--- config.mk ---
export PLATFORM = sky130hd
export DESIGN_NAME = sms4_lin_rot_unit
export DESIGN_NICKNAME = d
export VERILOG_FILES = /design/src/rtl/sms4_lin_rot_unit.sv
export SDC_FILE = /design/constraint.sdc
export NUM_CORES = 1
export LEC_CHECK = 0
export ABC_AREA = 0
export BUFFER_PORTS_ARGS = -buffer_cell sky130_fd_sc_hd__buf_2
export CAP_MARGIN = 20
export CORE_MARGIN = 5
export CORE_UTILIZATION = 55
export CTS_CLUSTER_SIZE = 20
export DETAILED_ROUTE_END_ITERATION = 7
export HOLD_SLACK_MARGIN = 0.02
export PLACE_DENSITY_LB_ADDON = 0.1
export RECOVER_POWER = 50
export SLEW_MARGIN = 10
export SYNTH_ARGS = -nofsm -noshare
export SYNTH_HDL_FRONTEND = slang
export SYNTH_SLANG_ARGS = --single-unit
--- constraint.sdc ---
create_clock -name clk -period 8.72 [get_ports clk]
set_input_delay 0.872 -clock clk [delete_from_list [all_inputs] [get_ports clk]]
set_output_delay 0.872 -clock clk [all_outputs]
set_load 0.02 [all_outputs]
--- src/rtl/sms4_lin_rot_unit.sv ---
// sms4_lin_rot_unit: iterative SMS4 linear transform engine.
// Computes L (round), L' (key schedule), a single programmable rotate-left,
// or a pass-through on one BWIDTH-bit word, applying one rotated term per clock.
// Bit 0 is the MSB on every data bus.
//
// Handshake: a transfer happens on a rising edge where valid and ready are both
// high. in_ready depends only on state (high in IDLE); out_valid depends only on
// state (high in DONE) and never on out_ready. out_data is held stable while
// out_valid is high and not yet accepted.
module sms4_lin_rot_unit #(
    parameter int BWIDTH = 32,
    parameter int AWIDTH = 5
) (
    input  logic                clk,
    input  logic                rst,
    input  logic                in_valid,
    output logic                in_ready,
    input  logic [1:0]          in_mode,
    input  logic [AWIDTH-1:0]   in_amt,
    input  logic [0:BWIDTH-1]   in_data,
    output logic                out_valid,
    input  logic                out_ready,
    output logic [0:BWIDTH-1]   out_data
);

    localparam logic [1:0] MODE_L    = 2'b00;
    localparam logic [1:0] MODE_LK   = 2'b01;
    localparam logic [1:0] MODE_ROT  = 2'b10;

    typedef enum logic [1:0] {
        IDLE = 2'b00,
        CALC = 2'b01,
        DONE = 2'b10
    } state_t;

    state_t              state;
    state_t              state_nxt;
    logic [0:BWIDTH-1]   b_reg;
    logic [0:BWIDTH-1]   acc;
    logic [1:0]          mode_reg;
    logic [AWIDTH-1:0]   amt_reg;
    logic [1:0]          idx;
    logic [AWIDTH-1:0]   term_amt;
    logic                last_term;

    // Rotate-left with bit 0 as MSB: r[i] = b[(i+k) mod BWIDTH]. The index wraps
    // naturally because 2**AWIDTH == BWIDTH.
    function automatic logic [0:BWIDTH-1] rotl(input logic [0:BWIDTH-1] b,
                                              input logic [AWIDTH-1:0] k);
        logic [0:BWIDTH-1] r;
        logic [AWIDTH-1:0] j;
        r = '0;
        for (int i = 0; i < BWIDTH; i++) begin
            j = AWIDTH'(i) + k;
            r[i] = b[j];
        end
        return r;
    endfunction

    // Rotation amount of the term selected by idx for the latched mode.
    always_comb begin
        term_amt = '0;
        case (mode_reg)
            MODE_L: begin
                case (idx)
                    2'd0:    term_amt = AWIDTH'(2 % BWIDTH);
                    2'd1:    term_amt = AWIDTH'(10 % BWIDTH);
                    2'd2:    term_amt = AWIDTH'(18 % BWIDTH);
                    default: term_amt = AWIDTH'(24 % BWIDTH);
                endcase
            end
            MODE_LK:  term_amt = idx[0] ? AWIDTH'(23 % BWIDTH) : AWIDTH'(13 % BWIDTH);
            MODE_ROT: term_amt = amt_reg;
            default:  term_amt = '0;
        endcase
    end

    // True while the term being applied this cycle is the final one of its mode.
    always_comb begin
        last_term = 1'b0;
        if (mode_reg == MODE_L && idx == 2'd3) last_term = 1'b1;
        if (mode_reg == MODE_LK && idx == 2'd1) last_term = 1'b1;
    end

    // State register; reset wins over any handshake at the same edge.
    always_ff @(posedge clk) begin
        if (rst) state <= IDLE;
        else     state <= state_nxt;
    end

    // Next-state logic.
    always_comb begin
        state_nxt = state;
        case (state)
            IDLE: if (in_valid) state_nxt = in_mode[1] ? DONE : CALC;
            CALC: if (last_term) state_nxt = DONE;
            DONE: if (out_ready) state_nxt = IDLE;
            default: state_nxt = IDLE;
        endcase
    end

    // Handshake outputs decoded from state only.
    always_comb begin
        in_ready  = (state == IDLE);
        out_valid = (state == DONE);
    end

    // Datapath: latch operands on accept, then fold one rotated term per CALC cycle.
    always_ff @(posedge clk) begin
        if (rst) begin
            b_reg    <= '0;
            acc      <= '0;
            mode_reg <= '0;
            amt_reg  <= '0;
            idx      <= '0;
        end else begin
            case (state)
                IDLE: begin
                    if (in_valid) begin
                        b_reg    <= in_data;
                        mode_reg <= in_mode;
                        amt_reg  <= in_amt;
                        idx      <= '0;
                        acc      <= (in_mode == MODE_ROT) ? rotl(in_data, in_amt) : in_data;
                    end
                end
                CALC: begin
                    acc <= acc ^ rotl(b_reg, term_amt);
                    idx <= idx + 2'd1;
                end
                default: ;
            endcase
        end
    end

    assign out_data = acc;

endmodule

==> metrics.cfg <==
[sta]
tightest_slew_ns=2.242
finalClockSkew_ns=0.01412
layout_min_cycle_time_ns=4.087
tns_ns=0
setup_viol=0
slew_violations=49
max_freq_mhz=244.7
period_share_pct=46.87
maxSlewHeadroom_pct=-49.45
rsz0062_at_grt=false
hold_violations=0

[clock_network]
postCtsSetupBuffers=0
htree_levels=3
clock_latency_ns=0.35
cts_buffers=9
tritoncts=done
clk_pin_slew_ns=0.07
clockBufferDepth=2
cts_hold_buffers=0
numClockSinks=75
cts-root-buf=clkbuf_16
cts_resized=0

[outcome]
status=finished, violations left
violations=design-rule violations, max-capacitance violations, max-slew violations

[route]
post_drt_via_cell_ratio=7.067
drcViolationCount=2
ant_nets=0
first_iter_violations=1278
dr.pass1.iters=8
routed_wl_mm=32.36
wl_per_cell_um=25.99
vias=8798

[cells_and_area]
antenna-diode-count=0
nets=1084
syn2layout_area_growth_pct=6.952
multi_input_area_um2=7293
area.sequential_um2=1501
fill_cells=1472
final_area_um2=9894
drive_gt1_share_pct=22.73

[place]
gp_congestion=0.9681
placed_area_um2=9597
dpl.hpwl_mm=23.46
io_buffers=76

[power_and_ir_drop]
ir_worst_vdd_v=0.0001095
p_leak_nw=3.787
powerDensity_nw_per_um2=159.6

[worst_setup_path]
crit_fanout=23
r2r-start=mode_reg[1]$_SDFFE_PP0P_
worstSetupPathType=reg -> reg
crit_arrival_ns=4.31
r2r_cells=11
endpoint_kind=flop
r2r_end=out_data[11]$_SDFFE_PP0P_
worst-r2r-setup-slack_ns=4.63
cp-start-kind=flop
crit_required_ns=8.95

[floorplan]
dieArea_um2=19510
coreArea_um2=16520
fp.dieH_um=139.7
row_count=47
start_util_pct=55.99
io_pins=77
die_w_um=139.7

[min_path]
worst_hold_path.num_cells=2
worstHoldStart=out_data[23]$_SDFFE_PP0P_
min_path_type=reg -> reg
hold_end=out_data[23]$_SDFFE_PP0P_

[yosys]
ys_async_sr_fraction_pct=0
synthCells=1004
avgSynthCellArea_um2=9.215
ys_types=83
synth_edf_count=0
synth-main-ff-cell=dfxtp_1
ys_seq_elements=75
synthesis.area_um2=9251
ys_warn_count=0
ys_seq_area_share_pct=16.23
syn_nets=1068

[run]
maxCapViolCount=1

[global_route]
grt.total_usage_pct=32.62
grt_max_degree=65
antenna_found_initial=0
grt_pass1_vias=8083
grt_overflow=0
grt_pass1_wl_mm=49.48

[critical path, stage by stage (launching register included)]
cell	delay [ns]
dfxtp_1	0.88
nor2b_1	0.62
a21oi_2	0.11
buf_4	0.24
clkinv_1	0.19
ha_1	0.35
a21oi_1	0.15
xnor2_1	0.44
mux4_2	0.58
a21o_1	0.19
a21oi_1	0.12
o21ai_1	0.07
[logic make-up (layout without fill, tap and decap cells)]
logic type	count (synthesis)	count (layout)	share of synthesized area, %
xor+xnor	55	55	5.491
flops	75	75	16.23
simple gates	293	293	14.89
fa+ha+maj	21	21	2.840
buf+inv	98	119	5.045
mux	210	210	37.71
compound gates	252	252	17.80
[worst max path at each step]
stage | end | from | slack (ns) | cells past startpoint
floorplan | out_data[26]$_SDFFE_PP0P_ | in_amt[2] | 4.37 | 13
global placement | out_data[26]$_SDFFE_PP0P_ | in_amt[2] | 4.47 | 9
detailed placement | out_data[14]$_SDFFE_PP0P_ | in_amt[2] | 4.39 | 9
CTS | out_data[11]$_SDFFE_PP0P_ | mode_reg[1]$_SDFFE_PP0P_ | 4.65 | 11
global route | out_data[11]$_SDFFE_PP0P_ | mode_reg[1]$_SDFFE_PP0P_ | 4.26 | 11
finish | out_data[11]$_SDFFE_PP0P_ | mode_reg[1]$_SDFFE_PP0P_ | 4.63 | 11
[synthesized netlist by cell type, drive strengths merged, types with 4 or more instances]
| master | number | area, µm² |
|---|---|---|
| a211o | 4 | 35.03 |
| a211oi | 19 | 142.6 |
| a21o | 11 | 82.58 |
| a21oi | 94 | 478.0 |
| a221oi | 4 | 52.56 |
| a31oi | 4 | 25.02 |
| a32oi | 7 | 61.31 |
| and2 | 4 | 25.03 |
| and3 | 6 | 37.54 |
| buf | 45 | 260.3 |
| clkbuf | 36 | 135.1 |
| dfxtp | 75 | 1501 |
| ha | 21 | 262.8 |
| inv | 16 | 67.56 |
| mux2 | 8 | 90.08 |
| mux2i | 92 | 920.9 |
| mux4 | 110 | 2477 |
| nand2 | 133 | 515.5 |
| nand2b | 6 | 37.54 |
| nand3 | 27 | 135.1 |
| nor2 | 50 | 195.2 |
| nor2b | 9 | 56.30 |
| nor3 | 27 | 135.1 |
| o211ai | 17 | 127.6 |
| o21ai | 52 | 260.3 |
| o22ai | 6 | 51.30 |
| or2 | 8 | 50.05 |
| or3 | 8 | 55.05 |
| xnor2 | 43 | 402.9 |
| xor2 | 12 | 105.1 |
[layer usage]
layer,share of wire (%),track usage (%),vias to the layer above
met5,0,0,-
met4,3.8,11.07,0
met3,11,9.022,83
met2,46,49.73,585
met1,39,44.95,4254
li1,-,-,3876
[power breakdown]
part | total [mW] | internal, mW | switching, mW
logic | 0.745 | 0.320 | 0.424
registers | 0.431 | 0.379 | 0.0524
clock network | 0.403 | 0.230 | 0.173
[placed cells by master, fill, tap and decap left out, types with 3 or more instances in the layout]
master and n:
buf_2 64, mux2_2 6, nand3_1 27, and3_1 6, nor2b_1 7, mux4_2 110
inv_1 12, or2_2 3, a211o_1 4, inv_8 3, xor2_1 12, a221o_1 3
buf_4 10, nor2_1 49, inv_2 3, or3_1 7, o2111ai_1 3, mux2i_1 92
o21ai_0 28, nand2_1 132, o211ai_1 17, or2_1 3, dfxtp_1 75, inv_6 4
and3b_1 3, a211oi_1 19, a31oi_1 4, ha_1 21, a32oi_1 7, nand2b_1 6
clkbuf_16 9, and2_1 4, a21oi_1 92, a21o_1 11, o21ai_1 24, nor3_1 27
clkbuf_1 12, xnor2_1 41, o22ai_1 5, a221oi_1 3
[through the flow]
stage	power, mW	hold slack [ns]	instances	setup slack [ns]	utilization, %
after floorplan	0.9781	0.4519	1004	4.375	-
after global placement	1.159	0.4754	1229	4.472	58.08
after detailed placement	1.169	0.4896	1229	4.386	58.08
after CTS	1.569	0.4987	1245	4.653	59.97
after global routing	1.655	0.5374	1245	4.258	59.88
final	1.579	0.4989	1245	4.633	59.88
[area by class of cell]
type                       instances  area share, %
tap                              220          2.782
clock buffer                       9          2.276
timing repair buffer              86          4.451
sequential                        75          15.17
inverter                          17         0.7208
clock inverter                     7         0.8852
multi-input combinational        831          73.71
No activity file was read; power rests on OpenSTA's default activity.
